[src/rtl/multi_input_logic_gate_if.sv]
// Control/status bundle for multi_input_logic_gate.
// The master drives the gate controls; the slave returns the result.
interface multi_input_logic_gate_if #(
  parameter int NUM_INPUTS = 2,
  parameter int CNT_WIDTH  = 8
);
  logic                  enable;
  logic [1:0]            mode;
  logic [NUM_INPUTS-1:0] gate_inputs;
  logic                  count_clear;
  logic                  logic_result;
  logic                  result_changed;
  logic [CNT_WIDTH-1:0]  change_count;

  modport master (
    output enable, mode, gate_inputs, count_clear,
    input  logic_result, result_changed, change_count
  );

  modport slave (
    input  enable, mode, gate_inputs, count_clear,
    output logic_result, result_changed, change_count
  );
endinterface

[src/rtl/multi_input_logic_gate.sv]
// Synchronised, debounced N-input gate with selectable operator,
// registered result, change pulse and saturating change counter.
module multi_input_logic_gate #(
  parameter int NUM_INPUTS      = 2,
  parameter int DEBOUNCE_CYCLES = 4,
  parameter int CNT_WIDTH       = 8
) (
  input logic                  clk,
  input logic                  rst,
  multi_input_logic_gate_if.slave io
);

  localparam int CW =
    (DEBOUNCE_CYCLES > 1) ? $clog2(DEBOUNCE_CYCLES) : 1;
  localparam logic [CW-1:0] DB_LAST = CW'(DEBOUNCE_CYCLES - 1);
  localparam logic [CNT_WIDTH-1:0] CNT_MAX = '1;

  logic [NUM_INPUTS-1:0] s1;
  logic [NUM_INPUTS-1:0] s2;
  logic [NUM_INPUTS-1:0] filt;
  logic [CW-1:0]         db_cnt [NUM_INPUTS];
  logic                  res_q;
  logic                  chg_q;
  logic [CNT_WIDTH-1:0]  cnt_q;
  logic                  red;
  logic                  differs;

  always_comb begin
    red = 1'b0;
    unique case (io.mode)
      2'b00: red = &filt;
      2'b01: red = |filt;
      2'b10: red = ^filt;
      2'b11: red = ~&filt;
    endcase
  end

  assign differs = io.enable && (red != res_q);

  always_ff @(posedge clk) begin
    if (rst) begin
      s1    <= '0;
      s2    <= '0;
      filt  <= '0;
      for (int i = 0; i < NUM_INPUTS; i++)
        db_cnt[i] <= '0;
      res_q <= 1'b0;
      chg_q <= 1'b0;
      cnt_q <= '0;
    end else begin
      s1 <= io.gate_inputs;
      s2 <= s1;
      // A bit only flips after DEBOUNCE_CYCLES disagreeing samples
      for (int i = 0; i < NUM_INPUTS; i++) begin
        if (s2[i] == filt[i]) begin
          db_cnt[i] <= '0;
        end else if (db_cnt[i] == DB_LAST) begin
          filt[i]   <= s2[i];
          db_cnt[i] <= '0;
        end else begin
          db_cnt[i] <= db_cnt[i] + 1'b1;
        end
      end
      if (io.enable)
        res_q <= red;
      chg_q <= differs;
      if (io.count_clear)
        cnt_q <= '0;
      else if (differs && cnt_q != CNT_MAX)
        cnt_q <= cnt_q + 1'b1;
    end
  end

  assign io.logic_result   = res_q;
  assign io.result_changed = chg_q;
  assign io.change_count   = cnt_q;

endmodule

[src/flat_wrapper.sv]
// flat-port wrapper written by rule: the top's interface ports become plain ports
module multi_input_logic_gate_flat 
#(
  parameter int NUM_INPUTS      = 2,
  parameter int DEBOUNCE_CYCLES = 4,
  parameter int CNT_WIDTH       = 8
)
  (clk, rst, io_enable, io_mode, io_gate_inputs, io_count_clear, io_logic_result, io_result_changed, io_change_count);
  multi_input_logic_gate_if #(.NUM_INPUTS(NUM_INPUTS), .CNT_WIDTH(CNT_WIDTH)) io_i ();
  input logic clk;
  input logic rst;
  input wire logic [$bits(io_i.enable)-1:0] io_enable;
  input wire logic [$bits(io_i.mode)-1:0] io_mode;
  input wire logic [$bits(io_i.gate_inputs)-1:0] io_gate_inputs;
  input wire logic [$bits(io_i.count_clear)-1:0] io_count_clear;
  output wire logic [$bits(io_i.logic_result)-1:0] io_logic_result;
  output wire logic [$bits(io_i.result_changed)-1:0] io_result_changed;
  output wire logic [$bits(io_i.change_count)-1:0] io_change_count;
  assign io_i.enable = io_enable;
  assign io_i.mode = io_mode;
  assign io_i.gate_inputs = io_gate_inputs;
  assign io_i.count_clear = io_count_clear;
  assign io_logic_result = io_i.logic_result;
  assign io_result_changed = io_i.result_changed;
  assign io_change_count = io_i.change_count;
  multi_input_logic_gate #(.NUM_INPUTS(NUM_INPUTS), .DEBOUNCE_CYCLES(DEBOUNCE_CYCLES), .CNT_WIDTH(CNT_WIDTH)) u_core (.clk(clk), .rst(rst), .io(io_i));
endmodule
[config.mk]
export PLATFORM = sky130hd
export DESIGN_NAME = multi_input_logic_gate_flat
export DESIGN_NICKNAME = d
export VERILOG_FILES = /design/src/rtl/multi_input_logic_gate_if.sv /design/src/rtl/multi_input_logic_gate.sv /design/src/flat_wrapper.sv
export SDC_FILE = /design/constraint.sdc
export NUM_CORES = 1
export LEC_CHECK = 0
export CORE_MARGIN = 2
export CORE_UTILIZATION = 49
export DETAILED_ROUTE_END_ITERATION = 8
export GPL_ROUTABILITY_DRIVEN = 0
export GPL_TIMING_DRIVEN = 0
export PLACE_DENSITY = 0.78
export SLEW_MARGIN = 30
export SYNTH_ARGS = -nofsm -noshare
export SYNTH_HDL_FRONTEND = slang
export SYNTH_SLANG_ARGS = --single-unit
export TNS_END_PERCENT = 20
[constraint.sdc]
create_clock -name clk -period 6.08 [get_ports clk]
set_input_delay 1.216 -clock clk [delete_from_list [all_inputs] [get_ports clk]]
set_output_delay 1.216 -clock clk [all_outputs]
set_load 0.1 [all_outputs]
; Word-level counts from Yosys, hierarchy flattened
; Memories as Yosys holds them, arrays and structs flattened.
; Cells that the tools add are included.
[totals]
register_bits = 16
mem_bits_rw = 4
in_bits = 8
output_inout_bits = 10
word_cells = 69
mem_count = 1
[memory_table]
columns = name, words, word_bits, read_ports, rd_clocked_by_memory_dff, wr, line
row1 = u_core.db_cnt, 2, 2, 2, 0, 2, multi_input_logic_gate.sv:21  ; logic [CW-1:0] db_cnt [NUM_INPUTS];
[op_classes]
add_sub_neg = 3
eq_ne = 9
n_mux = 31
bitwise_logic = 8
reduce_logical = 10
[ops]
columns = operator, n
row1 = two-way mux 1 bit, 24
row2 = two-way mux 2 bit, 6
row3 = "adder 8 x 1 -> 8 bit, second input constant", 1
row4 = "equality test 2 bit, second input constant", 4
row5 = "inequality test 8 bit, second input constant", 1
row6 = OR 1 bit, 6
row7 = AND reduction 2 bit, 3
row8 = "adder 2 x 1 -> 2 bit, second input constant", 2
row9 = case mux 1 bit (4 select lines), 1
row10 = OR reduction 2 bit, 2
row11 = equality test 1 bit, 2
row12 = "equality test 2 x 1 -> 1 bit, second input constant", 1
row13 = logical AND 1 bit, 2
row14 = zero test 2 bit, 1
row15 = inverter 1 bit, 2
row16 = XOR reduction 2 bit, 1
row17 = zero test 1 bit, 1
row18 = inequality test 1 bit, 1

; Depth between registers and ports, before layout
[depth]
depth_word = 7
ltp_mapped = 8
mapped_depth_nobuf = 8

; Worst setup path before layout
; Ideal clock, no wire load.
[synth_path]
kind = input to register
from = input port io_mode[1]
to = register u_core.cnt_q[6] (netlist: u_core.io.change_count[6])
setup_ps = 115
arrival_time_ps = 2644
t_required_ps = 5965
slack_ps = 3320
path_stages = 5
n_path_buf = 0
cell_sequence = or3b_1 -> mux2_2 -> and2_4 -> or4b_1 -> and3_1
[synth_between]
elab_chain_len = 5
word_cells_on_any_way = 8
cone_classes = eq/ne (4) / mux (1) / reduce/logical (3)
[synth_rtl]
columns = item, line
row1 = from (decl), flat_wrapper.sv:13  ; input wire logic [$bits(io_i.mode)-1:0] io_mode;
row2 = equality test 2 bit (tied with other cells), multi_input_logic_gate.sv:30  ; unique case (io.mode)
row3 = case mux 1 bit (4 select lines) (*), multi_input_logic_gate.sv:30
row4 = inequality test 1 bit (*), multi_input_logic_gate.sv:38  ; assign differs = io.enable && (red != res_q);
row5 = logical AND 1 bit (*), multi_input_logic_gate.sv:38
row6 = logical AND 1 bit (*), multi_input_logic_gate.sv:69  ; else if (differs && cnt_q != CNT_MAX)
row7 = to (signal assigned), multi_input_logic_gate.sv:70  ; cnt_q <= cnt_q + 1'b1;
row8 = to (decl), multi_input_logic_gate.sv:24  ; logic [CNT_WIDTH-1:0] cnt_q;
; Mark *: on every way between the ends. The rest lies on a longest branch, timed or not.
; A chain may end at the register's enable or synchronous reset.

; Worst setup path after layout
[layout_path]
from = register u_core.cnt_q[2] (netlist: u_core.io.change_count[2])
to = output port io_change_count[2]
[layout_lines]
columns = item, line
row1 = to (decl), flat_wrapper.sv:18  ; output wire logic [$bits(io_i.change_count)-1:0] io_change_count;
; No word-level cell between the ends.

==> results.tsv <==
metric	value	unit
hold_buffers	0	
ctsResizeCount	0	
gr-total-overflow	0	
hold_viol_final	0	
cp.buffers_inverters	1	
dp_cells	144	
start_kind	flip-flop	
r2r_slack	3.91	ns
dr.pass1.iters	4	
whs_endpoint	u_core.s2[1]	
diodes	0	
via_count	779	
netlist_area	944.7	um^2
port_buffers	17	
grt_util_all_layers	17.58	%
finalNonFillerCells	148	
fill_cells	157	
drt-total-wl	1746	um
crit_family	buffers and inverters	
power_density	201.2	mW/mm^2
synthCells	99	
dieArea	0.002295	mm^2
drc	0	
report.final.slew_viol_count	0	
fmax	0.3137	GHz
dp_hpwl	1310	um
crit_path_cell_trace	clkdlybuf4s50_1	
holdCritPathClass	flip-flop to flip-flop	
status	complete, no violations	
rsz0062_at_grt	false	
worstRegToRegCells	8	
clock-skew-final	0.005280	ns
ys.flop_type	dfxtp_1	
maxCapViolCount	0	
die_w	47.91	um
cts.path.max_buffers	2	
wl_per_cell	11.80	um
io_pins	18	
synth_edf_count	4	
grt_pass1_wl	2808	um
ctsHtreeMaxLevel	1	
antenna_left	0	
cp-end-kind	output pin	
setup_viol	0	
numCtsBuffers	3	
cp_max_fo	7	
initial_core_util	53.55	%
via_per_inst	5.264	
die_h	47.91	um
holdWs	0.4457	ns
final_common_cell	clkdlybuf4s50_1	
arrival	1.97	ns
seq_area_frac_synth	46.62	%
synth_cell_types	31	
cts_tree	built	
layout_common_cells	17 x clkdlybuf4s50_1, 16 x dfxtp_1, 10 x nor2_1, 7 x nand2_1	
r2r_start	u_core.filt[1]	
p_leak	0.4627	nW
clock_latency	0.30	ns
required	4.86	ns
fin_tns_setup	0	ns
finalCritPeriodShare	52.44	%
yosys_register_bits	20	
avgSynthCellArea	9.542	um^2
fp-row-count	15	
max_stage_delay	1.18	ns
irDropWorstVdd	162.8	uV
relSlewSlack	34.99	%
core_area	0.001764	mm^2
ys.warnings.count	0	
antenna_found_initial	0	
slowest_stage	clkdlybuf4s50_1	
rr_endpoint	u_core.io.change_count[6]	
clk_pin_slew	0.12	ns
cts_setup_buffers	0	
cts_sinks	20	
hold_path_depth	1	
min_period	3.188	ns
num-nets-final	137	
grt_max_degree	12	
critPathKind	flip-flop to output pin	
cts-root-buf	clkbuf_4	
hold_path_startpoint	u_core.s1[1]	
layout-drive-gt1-share	6.504	%
first_global_vias	684	
drtIter0Drc	19	
syn_to_final_growth	25.30	%
tightest_slew	0.9720	ns
async_reset_ff_share	0	%
[report_power, final]
| part | internal [mW] | total, mW | switching, mW |
|---|---|---|---|
| Clock | 0.0239 | 0.0653 | 0.0414 |
| Sequential | 0.139 | 0.141 | 0.00212 |
| Combinational | 0.0125 | 0.0318 | 0.0193 |
[kinds of logic after synthesis]
group,Yosys count,share of synthesized area (%)
AOI/OAI and AO/OA,15,10.20
xor gates and xnor gates,3,2.782
adders and majority gates,5,6.623
buffers and inverters,5,1.986
DFF,20,46.62
muxes,5,5.431
other,1,0.3970
and+or+nand+nor,45,25.96
[synthesized netlist by cell type, drive strengths merged, types with 4 or more instances]
cell	n	share of area [%]
dfxtp	16	34
nor2	10	4.0
nand2	7	2.8
nor2b	6	4.0
o21ai	6	3.2
ha	5	6.6
and3	4	2.6
edfxtp	4	13
inv	4	1.6
mux2i	4	4.2
or3	4	2.6
[state kept, by name (all words and copies together) (netlist names)]
name                      flops
u_core.db_cnt                 4
u_core.filt                   2
u_core.io.change_count        8
u_core.io.logic_result        1
u_core.io.result_changed      1
u_core.s1                     2
u_core.s2                     2
[metal layers]
metal / vias to the layer above / global-route usage, % / wire length, um
met4: 0 / 8.108 / 34
met3: 4 / 3.396 / 69
met5: - / 0 / 0
met1: 362 / 22.45 / 825
li1: 398 / - / -
met2: 15 / 28.53 / 816
[through the flow]
step / util (%) / power [mW] / setup WS (ns) / instance area [um^2]
after global routing: 67.09 / 0.2468 / 2.878 / 1184
after floorplan: - / 0.1647 / 3.320 / 955.9
after detailed placement: 65.60 / 0.1758 / 2.680 / 1157
final: 67.09 / 0.2382 / 2.892 / 1184
after CTS: 67.09 / 0.2381 / 2.909 / 1184
after global placement: 65.60 / 0.1747 / 2.745 / 1157
[worst max path at each step]
stage | start | endpoint | slack, ns | cells after the start
floorplan | io_mode[1] | u_core.io.change_count[6] | 3.32 | 5
global placement | io_enable | u_core.io.change_count[6] | 2.75 | 6
detailed placement | io_enable | u_core.io.change_count[6] | 2.68 | 6
CTS | u_core.io.change_count[2] | io_change_count[2] | 2.91 | 1
global route | u_core.io.change_count[2] | io_change_count[2] | 2.88 | 1
finish | u_core.io.change_count[2] | io_change_count[2] | 2.89 | 1
[layout make-up]
cell class | count | area [um^2] | share of cell area, %
multi-input cells | 77 | 496.7 | 41.97
clock buffers | 3 | 22.52 | 1.903
well taps | 25 | 31.28 | 2.643
inverters | 4 | 15.01 | 1.268
flip-flops and latches | 20 | 440.4 | 37.21
plain buffers | 1 | 3.754 | 0.3171
repair buffers | 17 | 170.2 | 14.38
clock inverters | 1 | 3.754 | 0.3171
[worst register-to-register path: stages, from the launching register on]
cell and delay (ns):
dfxtp_1 0.43, inv_1 0.06, ha_1 0.26, nor2b_1 0.18
or3_1 0.13, nand4_1 0.15, and2_4 0.20, or4b_1 0.49
and3_1 0.19
(Power assumes the default switching activity.)
